==> src/rtl/dsp_arb_pkg.sv <==
// ============================================================================
// Module   : dsp_arb_pkg
// Brief    : Shared widths, tag type and round-robin pick for dsp_round_arbiter
// Revision : 1.0 - initial release
// ============================================================================
`default_nettype none

package dsp_arb_pkg;

  localparam int AW_DEF   = 24;
  localparam int BW_DEF   = 16;
  localparam int LAT_DEF  = 4;
  localparam int NREQ_MAX = 8;
  // ID field sized for the largest supported requester count
  localparam int IDW      = 3;

  typedef struct packed {
    logic           vld;
    logic [IDW-1:0] id;
  } tag_t;

  // First asserted request at or above ptr, wrapping at nreq
  function automatic logic [IDW-1:0] rr_pick(input logic [NREQ_MAX-1:0] req,
                                             input logic [IDW-1:0]      ptr,
                                             input int                  nreq);
    logic [IDW-1:0] gnt;
    logic           found;
    int             idx;
    gnt   = '0;
    found = 1'b0;
    for (int i = 0; i < NREQ_MAX; i++) begin
      if (i < nreq) begin
        idx = int'(ptr) + i;
        if (idx >= nreq) idx = idx - nreq;
        if (!found && req[idx[IDW-1:0]]) begin
          gnt   = idx[IDW-1:0];
          found = 1'b1;
        end
      end
    end
    return gnt;
  endfunction

endpackage

`default_nettype wire

==> src/rtl/dsp_round_arbiter_if.sv <==
// ============================================================================
// Module   : dsp_round_arbiter_if
// Brief    : Requester and response handshake bundle of the DSP arbiter
// Revision : 1.0 - initial release
// ============================================================================
`default_nettype none

interface dsp_round_arbiter_if
  import dsp_arb_pkg::*;
#(
  parameter int NREQ = 4,
  parameter int AW   = AW_DEF,
  parameter int BW   = BW_DEF
);
  localparam int c_ID_W = (NREQ > 1) ? $clog2(NREQ) : 1;

  logic [NREQ-1:0]    req_valid;
  logic [NREQ-1:0]    req_ready;
  logic [NREQ*AW-1:0] req_a;
  logic [NREQ*BW-1:0] req_b;
  logic               rsp_valid;
  logic               rsp_ready;
  logic [AW-1:0]      rsp_data;
  logic [c_ID_W-1:0]  rsp_id;

  modport slave (
    input  req_valid, req_a, req_b, rsp_ready,
    output req_ready, rsp_valid, rsp_data, rsp_id
  );

  modport master (
    output req_valid, req_a, req_b, rsp_ready,
    input  req_ready, rsp_valid, rsp_data, rsp_id
  );

endinterface

`default_nettype wire

==> src/rtl/dsp_arb_fifo.sv <==
// ============================================================================
// Module   : dsp_arb_fifo
// Brief    : Circular result FIFO with push/pop, full/empty and occupancy
// Revision : 1.0 - initial release
// ============================================================================
`default_nettype none

module dsp_arb_fifo #(
  parameter int WIDTH = 8,
  parameter int DEPTH = 4,
  localparam int c_PW = (DEPTH > 1) ? $clog2(DEPTH) : 1,
  localparam int c_CW = $clog2(DEPTH + 1)
) (
  input  wire logic             clk,
  input  wire logic             rst_n,
  input  wire logic             push,
  input  wire logic [WIDTH-1:0] din,
  input  wire logic             pop,
  output logic      [WIDTH-1:0] dout,
  output logic                  full,
  output logic                  empty,
  output logic      [c_CW-1:0]  count
);

  logic [WIDTH-1:0] r_mem [DEPTH];
  logic [c_PW-1:0]  r_wr;
  logic [c_PW-1:0]  r_rd;
  logic [c_CW-1:0]  r_count;
  logic             w_do_pop;
  logic             w_do_push;

  assign empty = (r_count == '0);
  assign full  = (r_count == c_CW'(DEPTH));
  assign count = r_count;
  assign dout  = r_mem[r_rd];

  // A pop in the same cycle frees the slot a full-FIFO push lands in
  assign w_do_pop  = pop && !empty;
  assign w_do_push = push && (!full || w_do_pop);

  always_ff @(posedge clk or negedge rst_n) begin
    if (!rst_n) begin
      r_wr    <= '0;
      r_rd    <= '0;
      r_count <= '0;
    end else begin
      if (w_do_push) r_wr <= (r_wr == c_PW'(DEPTH - 1)) ? '0 : r_wr + 1'b1;
      if (w_do_pop)  r_rd <= (r_rd == c_PW'(DEPTH - 1)) ? '0 : r_rd + 1'b1;
      case ({w_do_push, w_do_pop})
        2'b10:   r_count <= r_count + 1'b1;
        2'b01:   r_count <= r_count - 1'b1;
        default: r_count <= r_count;
      endcase
    end
  end

  always_ff @(posedge clk) begin
    if (w_do_push) r_mem[r_wr] <= din;
  end

  a_no_overflow:  assert property (@(posedge clk) disable iff (!rst_n) !(push && full && !pop));
  a_no_underflow: assert property (@(posedge clk) disable iff (!rst_n) !(pop && empty));

endmodule

`default_nettype wire

==> src/rtl/dsp_round_arbiter.sv <==
// ============================================================================
// Module   : dsp_round_arbiter
// Brief    : Round-robin share of one fixed-latency DSP multiplier, credit-
//            protected result FIFO toward a single valid/ready response port
// Revision : 1.0 - initial release
// ============================================================================
`default_nettype none

module dsp_round_arbiter
  import dsp_arb_pkg::*;
#(
  parameter int NREQ       = 4,
  parameter int AW         = AW_DEF,
  parameter int BW         = BW_DEF,
  parameter int LAT        = LAT_DEF,
  parameter int FIFO_DEPTH = 4
) (
  input  wire logic          clk,
  input  wire logic          rst_n,
  dsp_round_arbiter_if.slave bus,
  output logic      [AW-1:0] dsp_a,
  output logic      [BW-1:0] dsp_b,
  input  wire logic [AW-1:0] dsp_z,
  output logic               busy
);

  localparam int c_ID_W = (NREQ > 1) ? $clog2(NREQ) : 1;
  localparam int c_CW   = $clog2(FIFO_DEPTH + 1);
  localparam int c_LW   = $clog2(LAT + 1);

  logic [IDW-1:0]        r_ptr;
  logic [c_CW-1:0]       r_credits;
  tag_t                  r_tag [LAT];
  logic [IDW-1:0]        w_gnt;
  logic                  w_grant_ok;
  logic                  w_issue;
  logic                  w_pop;
  logic [c_LW-1:0]       w_inflight;
  logic [AW+c_ID_W-1:0]  w_head;
  logic                  w_fifo_full;
  logic                  w_fifo_empty;
  logic [c_CW-1:0]       w_fifo_count;

  assign w_gnt      = rr_pick(NREQ_MAX'(bus.req_valid), r_ptr, NREQ);
  assign w_grant_ok = (|bus.req_valid) && (r_credits != '0);
  assign bus.req_ready = w_grant_ok ? (NREQ'(1) << w_gnt) : '0;
  assign w_issue    = |(bus.req_valid & bus.req_ready);
  assign w_pop      = bus.rsp_valid & bus.rsp_ready;

  always_ff @(posedge clk or negedge rst_n) begin
    if (!rst_n) begin
      dsp_a     <= '0;
      dsp_b     <= '0;
      r_ptr     <= '0;
      r_credits <= c_CW'(FIFO_DEPTH);
    end else begin
      if (w_issue) begin
        dsp_a <= bus.req_a[int'(w_gnt)*AW +: AW];
        dsp_b <= bus.req_b[int'(w_gnt)*BW +: BW];
        r_ptr <= (w_gnt == IDW'(NREQ - 1)) ? '0 : w_gnt + 1'b1;
      end
      case ({w_issue, w_pop})
        2'b10:   r_credits <= r_credits - 1'b1;
        2'b01:   r_credits <= r_credits + 1'b1;
        default: r_credits <= r_credits;
      endcase
    end
  end

  // Tag pipe mirrors the multiplier latency and never stalls
  always_ff @(posedge clk or negedge rst_n) begin
    if (!rst_n) begin
      for (int i = 0; i < LAT; i++) r_tag[i] <= '0;
    end else begin
      r_tag[0] <= '{vld: w_issue, id: w_gnt};
      for (int i = 1; i < LAT; i++) r_tag[i] <= r_tag[i-1];
    end
  end

  always_comb begin
    w_inflight = '0;
    for (int i = 0; i < LAT; i++) w_inflight = w_inflight + c_LW'(r_tag[i].vld);
  end

  if (c_ID_W < IDW) begin : g_id_trim
    logic w_unused_id;
    assign w_unused_id = ^r_tag[LAT-1].id[IDW-1:c_ID_W];
  end

  dsp_arb_fifo #(
    .WIDTH (AW + c_ID_W),
    .DEPTH (FIFO_DEPTH)
  ) u_fifo (
    .clk   (clk),
    .rst_n (rst_n),
    .push  (r_tag[LAT-1].vld),
    .din   ({dsp_z, r_tag[LAT-1].id[c_ID_W-1:0]}),
    .pop   (w_pop),
    .dout  (w_head),
    .full  (w_fifo_full),
    .empty (w_fifo_empty),
    .count (w_fifo_count)
  );

  assign bus.rsp_valid = !w_fifo_empty;
  assign bus.rsp_data  = w_head[c_ID_W +: AW];
  assign bus.rsp_id    = w_head[c_ID_W-1:0];
  assign busy          = (w_inflight != '0) || bus.rsp_valid;

  a_credit_balance: assert property (@(posedge clk) disable iff (!rst_n)
    int'(r_credits) + int'(w_inflight) + int'(w_fifo_count) == FIFO_DEPTH);
  a_push_room: assert property (@(posedge clk) disable iff (!rst_n)
    !(r_tag[LAT-1].vld && w_fifo_full && !w_pop));

endmodule

`default_nettype wire
==> src/flat_wrapper.sv <==
// flat-port wrapper written by rule: the top's interface ports become plain ports
module dsp_round_arbiter_flat import dsp_arb_pkg::*;
#(
  parameter int NREQ       = 4,
  parameter int AW         = AW_DEF,
  parameter int BW         = BW_DEF,
  parameter int LAT        = LAT_DEF,
  parameter int FIFO_DEPTH = 4
)
  (clk, rst_n, dsp_a, dsp_b, dsp_z, busy, bus_req_valid, bus_req_a, bus_req_b, bus_rsp_ready, bus_req_ready, bus_rsp_valid, bus_rsp_data, bus_rsp_id);
  dsp_round_arbiter_if #(.NREQ(NREQ), .AW(AW), .BW(BW)) bus_i ();
  input  wire logic clk;
  input  wire logic rst_n;
  output logic      [AW-1:0] dsp_a;
  output logic      [BW-1:0] dsp_b;
  input  wire logic [AW-1:0] dsp_z;
  output logic busy;
  input wire logic [$bits(bus_i.req_valid)-1:0] bus_req_valid;
  input wire logic [$bits(bus_i.req_a)-1:0] bus_req_a;
  input wire logic [$bits(bus_i.req_b)-1:0] bus_req_b;
  input wire logic [$bits(bus_i.rsp_ready)-1:0] bus_rsp_ready;
  output wire logic [$bits(bus_i.req_ready)-1:0] bus_req_ready;
  output wire logic [$bits(bus_i.rsp_valid)-1:0] bus_rsp_valid;
  output wire logic [$bits(bus_i.rsp_data)-1:0] bus_rsp_data;
  output wire logic [$bits(bus_i.rsp_id)-1:0] bus_rsp_id;
  assign bus_i.req_valid = bus_req_valid;
  assign bus_i.req_a = bus_req_a;
  assign bus_i.req_b = bus_req_b;
  assign bus_i.rsp_ready = bus_rsp_ready;
  assign bus_req_ready = bus_i.req_ready;
  assign bus_rsp_valid = bus_i.rsp_valid;
  assign bus_rsp_data = bus_i.rsp_data;
  assign bus_rsp_id = bus_i.rsp_id;
  dsp_round_arbiter #(.NREQ(NREQ), .AW(AW), .BW(BW), .LAT(LAT), .FIFO_DEPTH(FIFO_DEPTH)) u_core (.clk(clk), .rst_n(rst_n), .bus(bus_i), .dsp_a(dsp_a), .dsp_b(dsp_b), .dsp_z(dsp_z), .busy(busy));
endmodule
==> config.mk <==
export PLATFORM = sky130hd
export DESIGN_NAME = dsp_round_arbiter_flat
export DESIGN_NICKNAME = d
export VERILOG_FILES = /design/src/rtl/dsp_arb_pkg.sv /design/src/rtl/dsp_round_arbiter_if.sv /design/src/rtl/dsp_arb_fifo.sv /design/src/rtl/dsp_round_arbiter.sv /design/src/flat_wrapper.sv
export SDC_FILE = /design/constraint.sdc
export NUM_CORES = 1
export LEC_CHECK = 0
export ABC_AREA = 1
export BUFFER_PORTS_ARGS = -buffer_cell sky130_fd_sc_hd__buf_2
export CAP_MARGIN = 25
export CORE_MARGIN = 3
export CORE_UTILIZATION = 52
export DETAILED_ROUTE_END_ITERATION = 8
export PLACE_DENSITY = 0.81
export RECOVER_POWER = 100
export REMOVE_ABC_BUFFERS = 1
export SLEW_MARGIN = 20
export SYNTH_ARGS = -nofsm -noshare
export SYNTH_HDL_FRONTEND = slang
export SYNTH_SLANG_ARGS = --single-unit
==> constraint.sdc <==
create_clock -name clk -period 5.21 [get_ports clk]
set_clock_uncertainty 0.2 [all_clocks]
set_input_delay 1.042 -clock clk [delete_from_list [all_inputs] [get_ports clk]]
set_output_delay 1.042 -clock clk [all_outputs]
set_load 0.005 [all_outputs]
==> results of run 1 <==
[metal layers]
layer	global-route usage	up-vias	wire length, µm
li1	-	3659	-
met1	0.292	3268	8360
met2	0.428	241	10900
met3	0.0420	36	1090
met4	0.0837	6	424
met5	0	-	34
[cells in the final DEF, fill, tap and decap left out, types with 2 or more instances in the layout]
cell type,synthesis,final
xor2_1,3,3
o22ai_1,26,26
nand4_1,3,3
inv_6,0,3
inv_8,0,2
bufinv_16,0,2
dfrtp_1,64,64
nand2_1,473,474
edfxtp_1,104,104
clkbuf_1,26,82
nor2_2,1,3
clkbuf_16,0,17
clkinv_1,2,3
a21oi_1,2,2
nand3_1,57,57
buf_2,20,176
clkbuf_2,0,13
clkinv_4,0,3
nor3_1,3,3
clkinvlp_4,0,3
fa_1,3,3
nor2_4,2,2
ha_1,11,11
inv_1,27,29
o21ai_0,60,60
buf_4,4,6
nor2_1,71,69
[layout make-up]
| class | count | area share |
|---|---|---|
| clock inverters | 13 | 0.0155 |
| clock buffers | 19 | 0.0424 |
| well taps | 211 | 0.0259 |
| multi-input cells | 723 | 0.311 |
| flip-flops and latches | 169 | 0.466 |
| inverters | 33 | 0.0124 |
| repair buffers | 276 | 0.127 |
[where the power goes]
group / switching, mW / leakage [nW] / internal, mW
clock network: 0.524 / 0.279 / 0.720
logic: 3.18 / 2.94 / 1.50
registers: 0.192 / 1.75 / 2.00
[worst max path at each step]
stage / from / endpoint / slack (ps) / depth (start not counted)
after global routing: u_core.r_ptr[0] / u_core.r_credits[2] / 450 / 21
after CTS: u_core.r_ptr[0] / bus_req_ready[1] / 1000 / 14
after floorplan: bus_req_valid[3] / u_core.r_credits[2] / 400 / 17
after global placement: bus_req_valid[3] / u_core.r_credits[1] / 970 / 20
after detailed placement: bus_req_valid[3] / u_core.r_credits[1] / 820 / 20
final: u_core.r_ptr[0] / u_core.r_credits[1] / 870 / 21
[flip-flops by register name (all words and copies together) (netlist names)]
signal / count
u_core.dsp_a: 24
u_core.dsp_b: 16
u_core.r_credits: 3
u_core.r_ptr: 3
u_core.r_tag: 12
u_core.u_fifo.count: 3
u_core.u_fifo.r_mem: 104
u_core.u_fifo.r_rd: 2
u_core.u_fifo.r_wr: 2
[cells by family after synthesis]
group           after synthesis  share of synthesized area
simple gates                614                      0.293
mux                           1                    0.00136
flops                       169                      0.573
fa+ha+maj                    14                     0.0238
xor+xnor                      4                    0.00422
compound gates               90                     0.0603
buf+inv                      85                     0.0445
[per-stage QoR]
step / total power, mW / util
finish: 8.12 / 0.661
global route: 8.97 / 0.661
CTS: 8.28 / 0.670
detailed placement: 7.01 / 0.632
global placement: 6.87 / 0.632
floorplan: 5.43 / -
==> summary.txt, run 1 <==
Layout
  • Synthesis-to-layout area growth: 22.9%
  • Fin cells: 1444
  • Post-route cell area: about 10000 µm²
  • N_diodes: 0
  • Multi-input gate area: between 3000 and 4000 µm²
  • # fillers: 1352
  • Layout Nets: between 1000 and 1500
  • Seq. cell area: roughly 4800 µm²
  • Layout cell share with drive strength beyond 1: 0.191

Place
  • Inst Count DP: between 1000 and 1500
  • Setup Slack @ Placement: 823 ps
  • Hpwl dp: 14200 µm
  • Gpl congestion: a little under 0.9
  • Port bufs: 262
  • Area after DPL: roughly 9700 µm²

Clock network
  • CTS tree: built
  • CTS root buf: clkbuf_16
  • Setup repair bufs after CTS: 0
  • Worst-Skew Late Latency: 410 ps
  • Total CTS buffers: 17
  • H-tree depth: 4
  • CTS Hold Bufs: 0
  • CTS clock-pin slew for the worst setup and hold paths: 60 ps
  • Clk sink count: around 170
  • CTS resizes: 0
  • Clk buf depth: 2

Worst hold path
  • Hold depth: 0
  • Worst Hold Endpoint: u_core.r_tag[1]
  • Min-delay worst type: reg2reg
  • Worst min-delay path startpoint: u_core.r_tag[5]

Worst setup path
  • Critical path arrival: ~4400 ps
  • Setup crit end kind: flop
  • Critical path's most frequent cell: inv_1
  • WS Path Type: reg2reg
  • Required time of the critical path: about 5300 ps
  • CP peak stage delay: between 400 and 500 ps
  • Crit-path max FO: 43
  • Reg2Reg Capture Point: u_core.r_credits[1]
  • Crit path buffers/inverters: 7
  • Crit-path leading delay family: simple AND/OR/NAND/NOR gates
  • Worst path slowest cell: dfrtp_1
  • Worst path cell trace: inv_1 -> ha_1 -> inv_1 -> nand3_1 -> clkinv_1 -> nor2_1 -> nor2_1 -> nand2_1 -> nor2_1 -> nor2_4 -> inv_1 -> ha_1 -> inv_1 -> nor3_1 -> nor2_8 -> nand2_1 -> clkinv_1 -> ha_1 -> inv_1 -> fa_1 -> mux2_2
  • Crit Reg-Reg Startpoint: u_core.r_ptr[0]
  • R2r setup slk: ~870 ps
  • Worst r2r path cells: 21
  • Setup crit start kind: flop

GRT
  • Gr usage total: 0.239
  • Total gr overflow: 0
  • First-pass GRT wire length: about 34000 µm
  • Largest net degree at the start of global routing: 82
  • Vias in the first global route: between 6000 and 7000
  • Initial antenna violation count: 3

Outcome
  • Failing checks: max-capacitance violations, max-slew violations
  • Run status: complete, but fails checks

Synth
  • Synth Flop Type: edfxtp_1
  • Synth cell count leaders: nand2_1, edfxtp_1, nor2_1
  • Syn Inst Count: around 980
  • Area leader, netlist: edfxtp_1
  • Synthesized area per cell: 8.49 µm²
  • Area share of the largest cell type after synthesis: 0.376
  • Post-synth EDFFs: approximately 100
  • Post-Syn Area: roughly 8300 µm²
  • Top-count cell post-synth: nand2_1
  • Synth top area cells: edfxtp_1, nand2_1, dfrtp_1
  • #FFs+latches synth: between 150 and 200
  • Total number of yosys warnings: 0
  • Post-synthesis sequential area ratio: 0.573
  • Yosys cell types: 33
  • Synth async-reset ratio: 0.385

Run
  • MaxCap Viol Count: 7

Detailed routing
  • DRC violations left: 0
  • Detailed Route Iter0 Violations: roughly 330
  • First-pass DRT Iterations: 4
  • Drt total wl: 20800 µm
  • Via/cell ratio: ~5
  • DR WL/cell: 14.4 µm
  • Final ANT Viol Nets: 0
  • DR vias: around 7000

STA
  • Final setup vio count: 0
  • Measured slew at the worst slew-check pin: about 1800 ps
  • Max-slew violations: 215
  • Max-Slew Margin vs Limit: -0.229
  • Setup TNS: 0 ps
  • Achievable Freq: around 0.23 GHz
  • Fin crit share: 0.834
  • Hold Violations, Final: 0
  • RSZ-0062 raised after global routing: no
  • Fin worst setup slack: between 800 and 900 ps
  • Min cycle time layout: roughly 4300 ps
  • Smallest hold slack: approximately 150 ps

Power
  • Leakage power: 4.97 nW
  • Worst vdd ir: around 0.45 mV
  • Power Density: ~800 nW/µm²

Floorplanning
  • Initial core utilization: 0.538
  • Die Y-Extent: between 100 and 150 µm
  • Die X-Extent: about 130 µm
  • Core Box Area: between 15000 and 20000 µm²
  • Site Rows: 45
  • Die area: approximately 18000 µm²
  • I/O pin count: between 200 and 300
Note: power is estimated with default switching activity, not from simulation.
==> run 2: changes to the inputs <==
Settings changed: ABC_AREA 1 to 0.
Clock period 5.21 ns to 4.5 ns, I/O delays scaled along.
==> summary.txt, run 2 <==
Detailed routing
  • Detailed Route Iter0 Violations: 450
  • Drt total wl: about 22000 µm
  • Via/cell ratio: a little under 6
  • First-pass DRT Iterations: 5
  • Final ANT Viol Nets: 0
  • DR WL/cell: between 15 and 20 µm
  • DRC violations left: 0
  • DR vias: about 6600

Clock network
  • H-tree depth: 4
  • CTS clock-pin slew for the worst setup and hold paths: roughly 70 ps
  • Total CTS buffers: 17
  • CTS root buf: clkbuf_16
  • CTS tree: built
  • Setup repair bufs after CTS: 0
  • CTS resizes: 0
  • Clk sink count: approximately 170
  • Clk buf depth: 2
  • Worst-Skew Late Latency: ~420 ps
  • CTS Hold Bufs: 0

Synth
  • Total number of yosys warnings: 0
  • Post-Syn Area: between 8000 and 9000 µm²
  • Synth Flop Type: edfxtp_1
  • Yosys cell types: between 40 and 50
  • Synth cell count leaders: edfxtp_1, nand4_1, dfrtp_1
  • Post-synth EDFFs: 104
  • Synthesized area per cell: 12.9 µm²
  • Post-synthesis sequential area ratio: 0.564
  • Area share of the largest cell type after synthesis: 0.370
  • Synth async-reset ratio: 0.385
  • Area leader, netlist: edfxtp_1
  • Top-count cell post-synth: edfxtp_1
  • Synth top area cells: edfxtp_1, dfrtp_1, mux4_2
  • Syn Inst Count: roughly 650
  • #FFs+latches synth: ~170

STA
  • RSZ-0062 raised after global routing: no
  • Max-slew violations: 170
  • Setup TNS: 0 ps
  • Smallest hold slack: around 150 ps
  • Max-Slew Margin vs Limit: -0.142
  • Measured slew at the worst slew-check pin: 1710 ps
  • Fin crit share: 0.941
  • Min cycle time layout: ~4200 ps
  • Hold Violations, Final: 0
  • Final setup vio count: 0
  • Achievable Freq: 0.236 GHz

Layout
  • Largest registers: u_core.u_fifo.r_mem x104, u_core.dsp_a x24, u_core.dsp_b x16
  • # fillers: around 1200
  • Synthesis-to-layout area growth: 23.4%
  • Multi-input gate area: around 3300 µm²
  • Most frequent cells in the layout: buf_2, edfxtp_1, nand4_1, clkbuf_1, dfrtp_1
  • Max reg flops: around 100
  • Layout Nets: roughly 1100
  • Seq. cell area: between 4000 and 5000 µm²
  • Fin cells: 1116
  • Post-route cell area: roughly 10000 µm²
  • Most common cell after layout, fill and taps aside: buf_2
  • Biggest register: u_core.u_fifo.r_mem
  • Layout cell share with drive strength beyond 1: 0.312

Floorplanning
  • I/O pin count: ~260
  • Die area: between 15000 and 20000 µm²
  • Site Rows: 45
  • Initial core utilization: 0.542
  • Die X-Extent: between 100 and 150 µm
  • Core Box Area: between 15000 and 20000 µm²
  • Die Y-Extent: ~130 µm

Worst setup path
  • Setup crit start kind: flop
  • Worst path cell trace: inv_1 -> ha_1 -> mux4_2 -> o31a_1 -> a31o_1 -> nor2_2 -> inv_1 -> and4_2 -> a311oi_1 -> inv_1 -> ha_1 -> inv_1 -> fa_1 -> mux2_2
  • Worst path slowest cell: mux4_2
  • Setup crit end kind: flop
  • WS Path Type: reg2reg
  • Critical path's most frequent cell: inv_1
  • R2r setup slk: approximately 260 ps
  • Worst r2r path cells: 14
  • Critical path arrival: 4340 ps
  • Crit-path max FO: 8
  • Reg2Reg Capture Point: u_core.r_credits[1]
  • Crit Reg-Reg Startpoint: u_core.r_ptr[0]
  • Worst setup path endpoint: u_core.r_credits[1]
  • CP peak stage delay: 530 ps
  • Crit path launch: u_core.r_ptr[0]
  • Required time of the critical path: 4610 ps

Power
  • Power Density: between 800 and 900 nW/µm²
  • Leakage power: around 4.2 nW
  • Worst vdd ir: 1.23 mV
  • Total power: around 8.9 mW

Outcome
  • Failing checks: max-capacitance violations, max-slew violations
  • Run status: complete, but fails checks

Place
  • Port bufs: 262
  • Gpl congestion: 0.888
  • Area after DPL: just under 10000 µm²
  • Inst Count DP: ~1100
  • Hpwl dp: ~15000 µm

GRT
  • Gr usage total: 0.242
  • First-pass GRT wire length: between 30000 and 40000 µm
  • Total gr overflow: 0
  • Initial antenna violation count: 2
  • Vias in the first global route: 6412
  • Largest net degree at the start of global routing: about 120

Worst hold path
  • Min-delay worst type: reg2reg

Run
  • MaxCap Viol Count: 6
run 2: cell types whose count changed after synthesis, moves of 22 or more:
cell and change:
nand2_1 -462, nand4_1 +78, nor2_1 -64, a22oi_1 +40
nand3b_1 +40, mux2_1 +36, mux4_2 +27, o22ai_1 -26
clkbuf_1 +22
run 2: per-stage QoR:
| stage | utilization | worst slack [ps] |
|---|---|---|
| floorplan | - | -3620 |
| CTS | 0.676 | 256 |
| detailed placement | 0.639 | 169 |
| finish | 0.669 | 263 |
| global route | 0.669 | 54.3 |
| global placement | 0.639 | 295 |
run 2: final cells by class:
class | count | share of cell area
multi-input combinational | 402 | 0.321
timing repair buffer | 285 | 0.136
sequential | 169 | 0.457
tap | 211 | 0.0254
antenna | 1 | 0.000241
clock buffer | 19 | 0.0416
inverter | 16 | 0.00577
clock inverter | 13 | 0.0131
run 2: logic make-up after synthesis:
family / count (synthesis) / share of synthesized area
buf+inv: 81 / 0.0401
flops: 169 / 0.564
simple gates: 203 / 0.147
compound gates: 103 / 0.0824
mux: 77 / 0.138
fa+ha+maj: 14 / 0.0235
xor+xnor: 5 / 0.00520
run 2: report_power, final:
part	internal, mW	leakage, nW	switching [mW]
sequential	2.33	1.74	0.294
clock	0.776	0.267	0.605
combinational	2.10	2.16	2.75
run 2: how the worst min path moves through the flow:
stage,cells past startpoint,start,slack (ps),end
after floorplan,0,u_core.r_tag[4],130,u_core.r_tag[0]
after global placement,0,u_core.r_tag[4],130,u_core.r_tag[0]
after detailed placement,0,u_core.r_tag[5],140,u_core.r_tag[1]
after CTS,0,u_core.r_tag[5],150,u_core.r_tag[1]
after global routing,0,u_core.r_tag[9],160,u_core.r_tag[5]
final,0,u_core.r_tag[5],150,u_core.r_tag[1]
run 2: layer usage:
| layer | GRT usage | part of all wire | routed length [µm] | up-vias |
|---|---|---|---|---|
| met3 | 0.0495 | 0.066 | 1430 | 48 |
| met1 | 0.314 | 0.39 | 8550 | 3189 |
| met5 | 0 | 0.00060 | 13 | - |
| li1 | - | - | - | 3049 |
| met2 | 0.397 | 0.51 | 11000 | 305 |
| met4 | 0.110 | 0.030 | 642 | 2 |
run 2: worst max-delay path, delay by kind of cell, from the launching register on:
family | cells | cell delay, ps
buffers and inverters | 4 | 410
multiplexers | 2 | 800
AO/OA/AOI/OAI | 3 | 740
AND/OR/NAND/NOR | 2 | 550
adder cells (fa/ha/maj) | 3 | 1050
flip-flops | 1 | 360
